### src/rtl/dbus_write_buffer_if.sv
// Bundle of CPU data-bus and memory-bus signals seen by the posted-write buffer.
// The slave modport is the buffer's view; the master modport is the CPU/memory environment's view.
interface dbus_write_buffer_if #(
    parameter int AW = 32,
    parameter int DW = 32
);
    logic              iReadEnable;
    logic              iWriteEnable;
    logic [DW/8-1:0]   iByteEnable;
    logic [AW-1:0]     iAddress;
    logic [DW-1:0]     iWriteData;
    logic [DW-1:0]     oReadData;
    logic              oStall;
    logic              oMReq;
    logic              oMWe;
    logic [AW-1:0]     oMAddr;
    logic [DW/8-1:0]   oMBE;
    logic [DW-1:0]     oMWData;
    logic              iMAck;
    logic [DW-1:0]     iMRData;
    logic              oEmpty;

    modport slave (
        input  iReadEnable, iWriteEnable, iByteEnable, iAddress, iWriteData, iMAck, iMRData,
        output oReadData, oStall, oMReq, oMWe, oMAddr, oMBE, oMWData, oEmpty
    );

    modport master (
        output iReadEnable, iWriteEnable, iByteEnable, iAddress, iWriteData, iMAck, iMRData,
        input  oReadData, oStall, oMReq, oMWe, oMAddr, oMBE, oMWData, oEmpty
    );
endinterface

### src/rtl/dbus_write_buffer.sv
// Posted-write buffer: CPU stores queue in a small FIFO and drain in the background;
// loads wait behind every queued store before issuing to memory.
module dbus_write_buffer #(
    parameter int DEPTH = 4,
    parameter int AW    = 32,
    parameter int DW    = 32
) (
    input logic             iCLK,
    input logic             iRST,
    dbus_write_buffer_if.slave bus
);
    localparam int BW = DW / 8;
    localparam int PW = $clog2(DEPTH);
    localparam logic [PW:0] FULLCNT = (PW + 1)'(DEPTH);
    localparam logic [PW:0] ONECNT  = (PW + 1)'(1);

    typedef struct packed {
        logic [AW-1:0] addr;
        logic [BW-1:0] be;
        logic [DW-1:0] data;
    } entryT;

    typedef enum logic [1:0] {IDLE, WRITE, READ, RDONE} stateT;

    stateT         state;
    entryT         fifo [DEPTH];
    logic [PW-1:0] rdPtr, wrPtr, rdPtrNext;
    logic [PW:0]   count;
    logic          push, pop;
    entryT         head, nextHead;

    // A simultaneous load wins; the store is dropped.
    assign push      = bus.iWriteEnable && !bus.iReadEnable && (count < FULLCNT);
    assign pop       = (state == WRITE) && bus.iMAck;
    assign rdPtrNext = rdPtr + 1'b1;
    assign head      = fifo[rdPtr];
    assign nextHead  = fifo[rdPtrNext];

    assign bus.oStall = (bus.iReadEnable && state != RDONE) ||
                        (bus.iWriteEnable && count == FULLCNT);
    assign bus.oEmpty = (count == '0) && (state == IDLE);

    always_ff @(posedge iCLK) begin
        if (push) fifo[wrPtr] <= '{addr: bus.iAddress, be: bus.iByteEnable, data: bus.iWriteData};
    end

    always_ff @(posedge iCLK) begin
        if (iRST) begin
            state         <= IDLE;
            rdPtr         <= '0;
            wrPtr         <= '0;
            count         <= '0;
            bus.oMReq     <= 1'b0;
            bus.oMWe      <= 1'b0;
            bus.oMAddr    <= '0;
            bus.oMBE      <= '0;
            bus.oMWData   <= '0;
            bus.oReadData <= '0;
        end else begin
            if (push) wrPtr <= wrPtr + 1'b1;
            if (pop)  rdPtr <= rdPtrNext;
            case ({push, pop})
                2'b10:   count <= count + 1'b1;
                2'b01:   count <= count - 1'b1;
                default: ;
            endcase

            case (state)
                IDLE: begin
                    // Draining first keeps loads ordered behind older stores.
                    if (count != '0) begin
                        state       <= WRITE;
                        bus.oMReq   <= 1'b1;
                        bus.oMWe    <= 1'b1;
                        bus.oMAddr  <= head.addr;
                        bus.oMBE    <= head.be;
                        bus.oMWData <= head.data;
                    end else if (bus.iReadEnable) begin
                        state      <= READ;
                        bus.oMReq  <= 1'b1;
                        bus.oMWe   <= 1'b0;
                        bus.oMAddr <= bus.iAddress;
                        bus.oMBE   <= bus.iByteEnable;
                    end
                end
                WRITE: begin
                    if (bus.iMAck) begin
                        if (count > ONECNT) begin
                            bus.oMAddr  <= nextHead.addr;
                            bus.oMBE    <= nextHead.be;
                            bus.oMWData <= nextHead.data;
                        end else begin
                            state     <= IDLE;
                            bus.oMReq <= 1'b0;
                            bus.oMWe  <= 1'b0;
                        end
                    end
                end
                READ: begin
                    if (bus.iMAck) begin
                        state         <= RDONE;
                        bus.oMReq     <= 1'b0;
                        bus.oReadData <= bus.iMRData;
                    end
                end
                RDONE:   state <= IDLE;
                default: state <= IDLE;
            endcase
        end
    end

    rdWrExclusive: assert property (@(posedge iCLK) disable iff (iRST)
        !(bus.iReadEnable && bus.iWriteEnable));

endmodule
### src/flat_wrapper.sv
// flat-port wrapper written by rule: the top's interface ports become plain ports
module dbus_write_buffer_flat 
#(
    parameter int DEPTH = 4,
    parameter int AW    = 32,
    parameter int DW    = 32
)
  (iCLK, iRST, bus_iReadEnable, bus_iWriteEnable, bus_iByteEnable, bus_iAddress, bus_iWriteData, bus_iMAck, bus_iMRData, bus_oReadData, bus_oStall, bus_oMReq, bus_oMWe, bus_oMAddr, bus_oMBE, bus_oMWData, bus_oEmpty);
  dbus_write_buffer_if #(.AW(AW), .DW(DW)) bus_i ();
  input logic iCLK;
  input logic iRST;
  input wire logic [$bits(bus_i.iReadEnable)-1:0] bus_iReadEnable;
  input wire logic [$bits(bus_i.iWriteEnable)-1:0] bus_iWriteEnable;
  input wire logic [$bits(bus_i.iByteEnable)-1:0] bus_iByteEnable;
  input wire logic [$bits(bus_i.iAddress)-1:0] bus_iAddress;
  input wire logic [$bits(bus_i.iWriteData)-1:0] bus_iWriteData;
  input wire logic [$bits(bus_i.iMAck)-1:0] bus_iMAck;
  input wire logic [$bits(bus_i.iMRData)-1:0] bus_iMRData;
  output wire logic [$bits(bus_i.oReadData)-1:0] bus_oReadData;
  output wire logic [$bits(bus_i.oStall)-1:0] bus_oStall;
  output wire logic [$bits(bus_i.oMReq)-1:0] bus_oMReq;
  output wire logic [$bits(bus_i.oMWe)-1:0] bus_oMWe;
  output wire logic [$bits(bus_i.oMAddr)-1:0] bus_oMAddr;
  output wire logic [$bits(bus_i.oMBE)-1:0] bus_oMBE;
  output wire logic [$bits(bus_i.oMWData)-1:0] bus_oMWData;
  output wire logic [$bits(bus_i.oEmpty)-1:0] bus_oEmpty;
  assign bus_i.iReadEnable = bus_iReadEnable;
  assign bus_i.iWriteEnable = bus_iWriteEnable;
  assign bus_i.iByteEnable = bus_iByteEnable;
  assign bus_i.iAddress = bus_iAddress;
  assign bus_i.iWriteData = bus_iWriteData;
  assign bus_i.iMAck = bus_iMAck;
  assign bus_i.iMRData = bus_iMRData;
  assign bus_oReadData = bus_i.oReadData;
  assign bus_oStall = bus_i.oStall;
  assign bus_oMReq = bus_i.oMReq;
  assign bus_oMWe = bus_i.oMWe;
  assign bus_oMAddr = bus_i.oMAddr;
  assign bus_oMBE = bus_i.oMBE;
  assign bus_oMWData = bus_i.oMWData;
  assign bus_oEmpty = bus_i.oEmpty;
  dbus_write_buffer #(.DEPTH(DEPTH), .AW(AW), .DW(DW)) u_core (.iCLK(iCLK), .iRST(iRST), .bus(bus_i));
endmodule
### config.mk
export PLATFORM = sky130hd
export DESIGN_NAME = dbus_write_buffer_flat
export DESIGN_NICKNAME = d
export VERILOG_FILES = /design/src/rtl/dbus_write_buffer_if.sv /design/src/rtl/dbus_write_buffer.sv /design/src/flat_wrapper.sv
export SDC_FILE = /design/constraint.sdc
export NUM_CORES = 1
export LEC_CHECK = 0
export ABC_AREA = 1
export CORE_UTILIZATION = 50
export DETAILED_ROUTE_END_ITERATION = 8
export GPL_TIMING_DRIVEN = 0
export PLACE_DENSITY = 0.79
export SYNTH_ARGS = -nofsm -noshare
export SYNTH_HDL_FRONTEND = slang
export SYNTH_SLANG_ARGS = --single-unit
### constraint.sdc
create_clock -name iCLK -period 11.2 [get_ports iCLK]
set_clock_uncertainty 0.15 [all_clocks]
set_input_delay 1.12 -clock iCLK [delete_from_list [all_inputs] [get_ports iCLK]]
set_output_delay 1.12 -clock iCLK [all_outputs]
set_load 0.1 [all_outputs]
# Word level (Yosys, flattened, before mapping)
# Memory sizes are Yosys's and may differ from the RTL's. A register that Yosys moved wholly into a read port is not among the register bits.
# Cells that the tools add are included.
# word_totals
register_bits,111
mem_bits_rw,272
inputBits,105
out_inout_bits,104
elab_cells,84
n_memories,1
# mem_list
memory,depth,word_bits,rd,rd_ports_with_merged_regs,wr,line_no,source
u_core.fifo,4,68,2,1,1,dbus_write_buffer.sv:26,entryT fifo [DEPTH];
# op_classes
n_addsub,4
order_cmp,2
n_eq_ne,13
n_mux,34
reduce_logical,20
# ops
op,n
2-to-1 mux 32 bit,7
case mux 32 bit (2 select lines),2
2-to-1 mux 4 bit,4
AND reduction 4 bit,4
2-to-1 mux 2 bit,7
"!= test 2 bit, second input constant",6
2-to-1 mux 1 bit,9
case mux 2 bit (4 select lines),1
case mux 4 bit (2 select lines),1
"equality test 2 bit, second input constant",3
logical AND 1 bit,6
case mux 3 bit (2 select lines),1
nonzero test 3 bit,2
AND reduction 5 bit,1
"adder 2 x 1 -> 2 bit, second input constant",2
"equality test 2 x 1 -> 1 bit, second input constant",2
nonzero test 2 bit,2
"adder 3 x 1 -> 3 bit, second input constant",1
"equality test 3 bit, second input constant",1
"> comparator 3 x 1 -> 1 bit, second input constant",1
zero test 3 bit,1
"less-than comparator 3 bit, second input constant",1
"!= test 3 bit, second input constant",1
case mux 1 bit (3 select lines),1
6 further kinds,6

# Depth between registers and ports, before layout
# logic_depth
depth_word,5
ltp_mapped,12
ltp_nobuf,11

# Least setup slack after synthesis
# No wires, ideal clock.
# synth_path
path_type,input to register
from,in bus_iReadEnable
to,mem u_core.fifo[0][0] (netlist name) (enable)
setup_ns,0.495
arrival_ns,4.374
required_time_ns,10.555
slack_ns,6.182
stages,3
path_buffers,0
path_cell_list,nor3_1 > clkinv_1 > nor2_1
# synth_between
elab_chain_len,5
# synth_rtl
element,line_no,source
"start, declared",flat_wrapper.sv:12,input wire logic [$bits(bus_i.iReadEnable)-1:0] bus_iReadEnable;
zero test 1 bit,dbus_write_buffer.sv:33,assign push = bus.iWriteEnable && !bus.iReadEnable && (count < FULLCNT);
logical AND 1 bit (2 in a row),dbus_write_buffer.sv:33,
2-to-1 mux 1 bit,dbus_write_buffer.sv:44,"if (push) fifo[wrPtr] <= '{addr: bus.iAddress, be: bus.iByteEnable, data: bus.iWriteData};"
2-to-1 mux 1 bit (implied by the code),dbus_write_buffer.sv:44,
"end, declared",dbus_write_buffer.sv:26,
# No other way between the ends.

# Worst setup path in the final report
# layout_path
from,in bus_iWriteEnable
to,out bus_oStall
# layout_between
elab_chain_len,2
# layout_rtl
element,line_no,source
"start, declared",flat_wrapper.sv:13,input wire logic [$bits(bus_i.iWriteEnable)-1:0] bus_iWriteEnable;
logical AND 1 bit,dbus_write_buffer.sv:40,(bus.iWriteEnable && count == FULLCNT);
logical OR 1 bit,dbus_write_buffer.sv:39,assign bus.oStall = (bus.iReadEnable && state != RDONE) ||
"end, declared",flat_wrapper.sv:20,output wire logic [$bits(bus_i.oStall)-1:0] bus_oStall;
# No other way between the ends.

==> flow_summary.ini <==
[run_status]
outcome = completed

[job]
cap_violations = 0

[routing]
ant_nets = 0
via_per_inst = 5.81
drc = 0
drtIter0Drc = 2253
post_drt_wl_per_cell_um = 20.1
vias = 16514
drt_pre_antenna_iters = 6
routed_wl_mm = 57.1

[setup_path]
worstPathCellList = clkdlybuf4s50_1 > inv_1 > o32ai_1 > clkdlybuf4s50_1
critPathKind = in -> out
cp_common_cell = clkdlybuf4s50_1
cp_slowest_cell = clkdlybuf4s50_1
crit_path_max_incr_delay_ps = 1200
crit_arrival_ps = 3040
worstPathRequired_ps = 9930
crit_path_end_kind = primary output
crit_path_max_fanout = 2
startpoint_type = input port

[cts]
cts_resized = 0
holdBufCountCts = 0
cts-root-buf = clkbuf_16
cts_made_buffers = 41
post_cts_buffers = 0
clock_latency_ps = 550
clockBufferDepth = 3
cts_htree_levels = 2
cts_tree = yes
cts_sinks = 385
clkTransAtPathRegs_ps = 60

[synth]
synth.avg_cell_area_sq_um = 8.65
synthArstFlopShare_pct = 0
yosys_register_bits = 385
yosysSeqAreaShare_pct = 57.8
yosysUniqueCellTypes = 30
synth_edf_count = 272
ys.flop_type = edfxtp_1
syn_nets = 2203
syn_area_sq_um = 18000
yosysWarnings = 0
postSynthCellCount = 2085

[worst_hold_path]
hp-class = reg -> reg

[die]
die_h_um = 192
io_pins = 209
start_util_pct = 50.7
die_area_sq_um = 36800
core_sq_um = 35600
die_w_um = 192
num_rows = 69

[timing]
rsz0062_at_grt = false
period_share_pct = 38.5
slew_violations = 0
finalSetupTns_ps = 0
max_slew_margin_pct = 29.3
worstMarginPinSlew_ps = 1060
finalHoldViolCount = 0
fmax_ghz = 0.232
setup_violations = 0
min_period_ps = 4310

[pwr]
power_density_nw_per_um2 = 260
pwr-share-comb_pct = 46.3
p_leak_uw = 0.00873
vdd_ir_drop_max_mv = 0.203
power_frac_seq_pct = 31.1
p_int_uw = 3090
p_sw_share_pct = 46.6
clockPowerShare_pct = 22.6
power_switching_uw = 2700

[global_route]
overflow = 0
antenna_found_initial = 2
grt_pass1_wl_mm = 86.0
grt_pass1_vias = 16068
grt_use_total_pct = 30.7
grt_max_degree = 29

[placed_design]
dp.cells = 2763
routabilityCongestion = 0.869
post-dp-hpwl_mm = 38.2
port_buffers = 208

[cells_and_area]
final_cells = 2840
final_layout_size_suffix_gt1_share_pct = 6.39
nNetsFinal = 2463
fill_cells = 2775
area_growth_pct = 23.1
## power groups by stage
| stage | combinational, uW | sequential [uW] | clock (uW) |
|---|---|---|---|
| 2_1_floorplan | 863 | 2840 | 0 |
| 3_3_place_gp | 2580 | 1830 | 0 |
| 3_5_place_dp | 2630 | 1830 | 0 |
| 4_1_cts | 2640 | 1800 | 1310 |
| 5_1_grt | 2810 | 1820 | 1360 |
| 6_report | 2670 | 1800 | 1310 |
## worst max-delay path, delay by kind of cell
kind	cells	cell delay, ps
buffers and inverters	3	1700
AO/OA/AOI/OAI	1	210
## stage by stage
step | hold slack (ps) | cell area, sq um | power (uW) | worst slack (ps) | util [%]
2_1_floorplan | 340 | 18000 | 3700 | 6180 | -
3_3_place_gp | 303 | 20700 | 4410 | 3050 | 58.2
3_5_place_dp | 307 | 20900 | 4450 | 6910 | 58.9
4_1_cts | 317 | 22200 | 5750 | 6890 | 62.4
5_1_grt | 333 | 22200 | 5990 | 6850 | 62.4
6_report | 314 | 22200 | 5780 | 6890 | 62.4
## cells in the mapped netlist (2+ instances only)
cell,instances,area share (%)
nand2_1,621,13
edfxtp_1,272,45
inv_1,206,4.3
nor2_1,177,3.7
o21ai_0,176,4.9
a21oi_1,121,3.4
nand3_1,119,3.3
dfxtp_1,113,13
clkbuf_1,60,1.2
buf_2,44,1.2
o211ai_1,41,1.7
nand4_1,32,1.1
buf_1,13,0.27
ha_1,13,0.90
mux2i_1,11,0.61
nand2_2,9,0.31
nor3_1,9,0.25
a21oi_2,8,0.39
buf_4,8,0.33
o21bai_1,8,0.33
inv_2,7,0.15
a22oi_1,3,0.12
nand3_2,3,0.17
o22ai_1,3,0.10
buf_8,2,0.17
nor2_8,2,0.22
## sequential cells by signal (all words and copies together) (netlist names), named ones only
register              count
u_core.bus.oMReq          1
u_core.bus.oMWData       32
u_core.wrPtr              2
u_core.bus.oMBE           4
u_core.bus.oMAddr        32
u_core.rdPtr              2
u_core.state              2
u_core.bus.oMWe           1
u_core.fifo             272
u_core.count              3
u_core.bus.oReadData     32
## kinds of logic after synthesis
logic type               Yosys count  share of synthesized area (%)
AO/OA/AOI/OAI                    361                           10.9
XOR/XNOR                           1                         0.0486
adder cells (fa/ha/maj)           13                          0.902
buffers and inverters            342                           7.72
flip-flops                       385                           57.8
multiplexers                      11                          0.610
AND/OR/NAND/NOR                  972                           22.0
## layout make-up
type / instances / area, sq um / share of cell area (%)
Sequential cell: 385 / 10400 / 47.0
Multi-Input combinational cell: 1358 / 6250 / 28.1
Timing Repair Buffer: 217 / 2280 / 10.3
Clock buffer: 56 / 1090 / 4.92
Inverter: 215 / 808 / 3.64
Buffer: 127 / 584 / 2.63
Tap cell: 461 / 577 / 2.60
Clock inverter: 19 / 183 / 0.822
Antenna cell: 2 / 5.00 / 0.0225
## per-layer routing
| layer | vias up | global-route usage [%] | wire [um] |
|---|---|---|---|
| li1 | 7402 | - | - |
| met1 | 7589 | 38.2 | 20600 |
| met2 | 1259 | 49.6 | 26300 |
| met3 | 264 | 6.30 | 7210 |
| met4 | 0 | 17.6 | 2980 |
| met5 | - | 0 | 0 |
## final timing paths
path                                startpoint                                end  slack (ps)  cells past startpoint
max                           bus_iWriteEnable                         bus_oStall        6890                      4
min          u_core.bus.oMAddr[4]$_SDFFE_PP0P_  u_core.bus.oMAddr[4]$_SDFFE_PP0P_         310                      2
min reg2reg  u_core.bus.oMAddr[4]$_SDFFE_PP0P_  u_core.bus.oMAddr[4]$_SDFFE_PP0P_         310                      2
max reg2reg       u_core.state[1]$_SDFFE_PP0P_       u_core.count[2]$_SDFFE_PP0P_        8290                     11
## layout by cell type (no fill, tap or decap), types with 3 or more instances in the layout
cell	instances
nand2_1	621
edfxtp_1	272
clkdlybuf4s50_1	208
inv_1	206
o21ai_0	176
nor2_1	173
a21oi_1	121
nand3_1	119
dfxtp_1	113
clkbuf_1	74
buf_2	44
o211ai_1	41
clkbuf_16	41
nand4_1	32
buf_1	13
ha_1	13
mux2i_1	11
nor3_1	9
nand2_2	9
o21bai_1	8
a21oi_2	8
buf_4	8
clkinv_1	7
inv_2	7
buf_12	6
clkinv_2	5
nor2_4	4
inv_6	4
a22oi_1	3
o22ai_1	3
nand3_2	3
bufinv_16	3
buf_16	3
(Power assumes the default switching activity.)
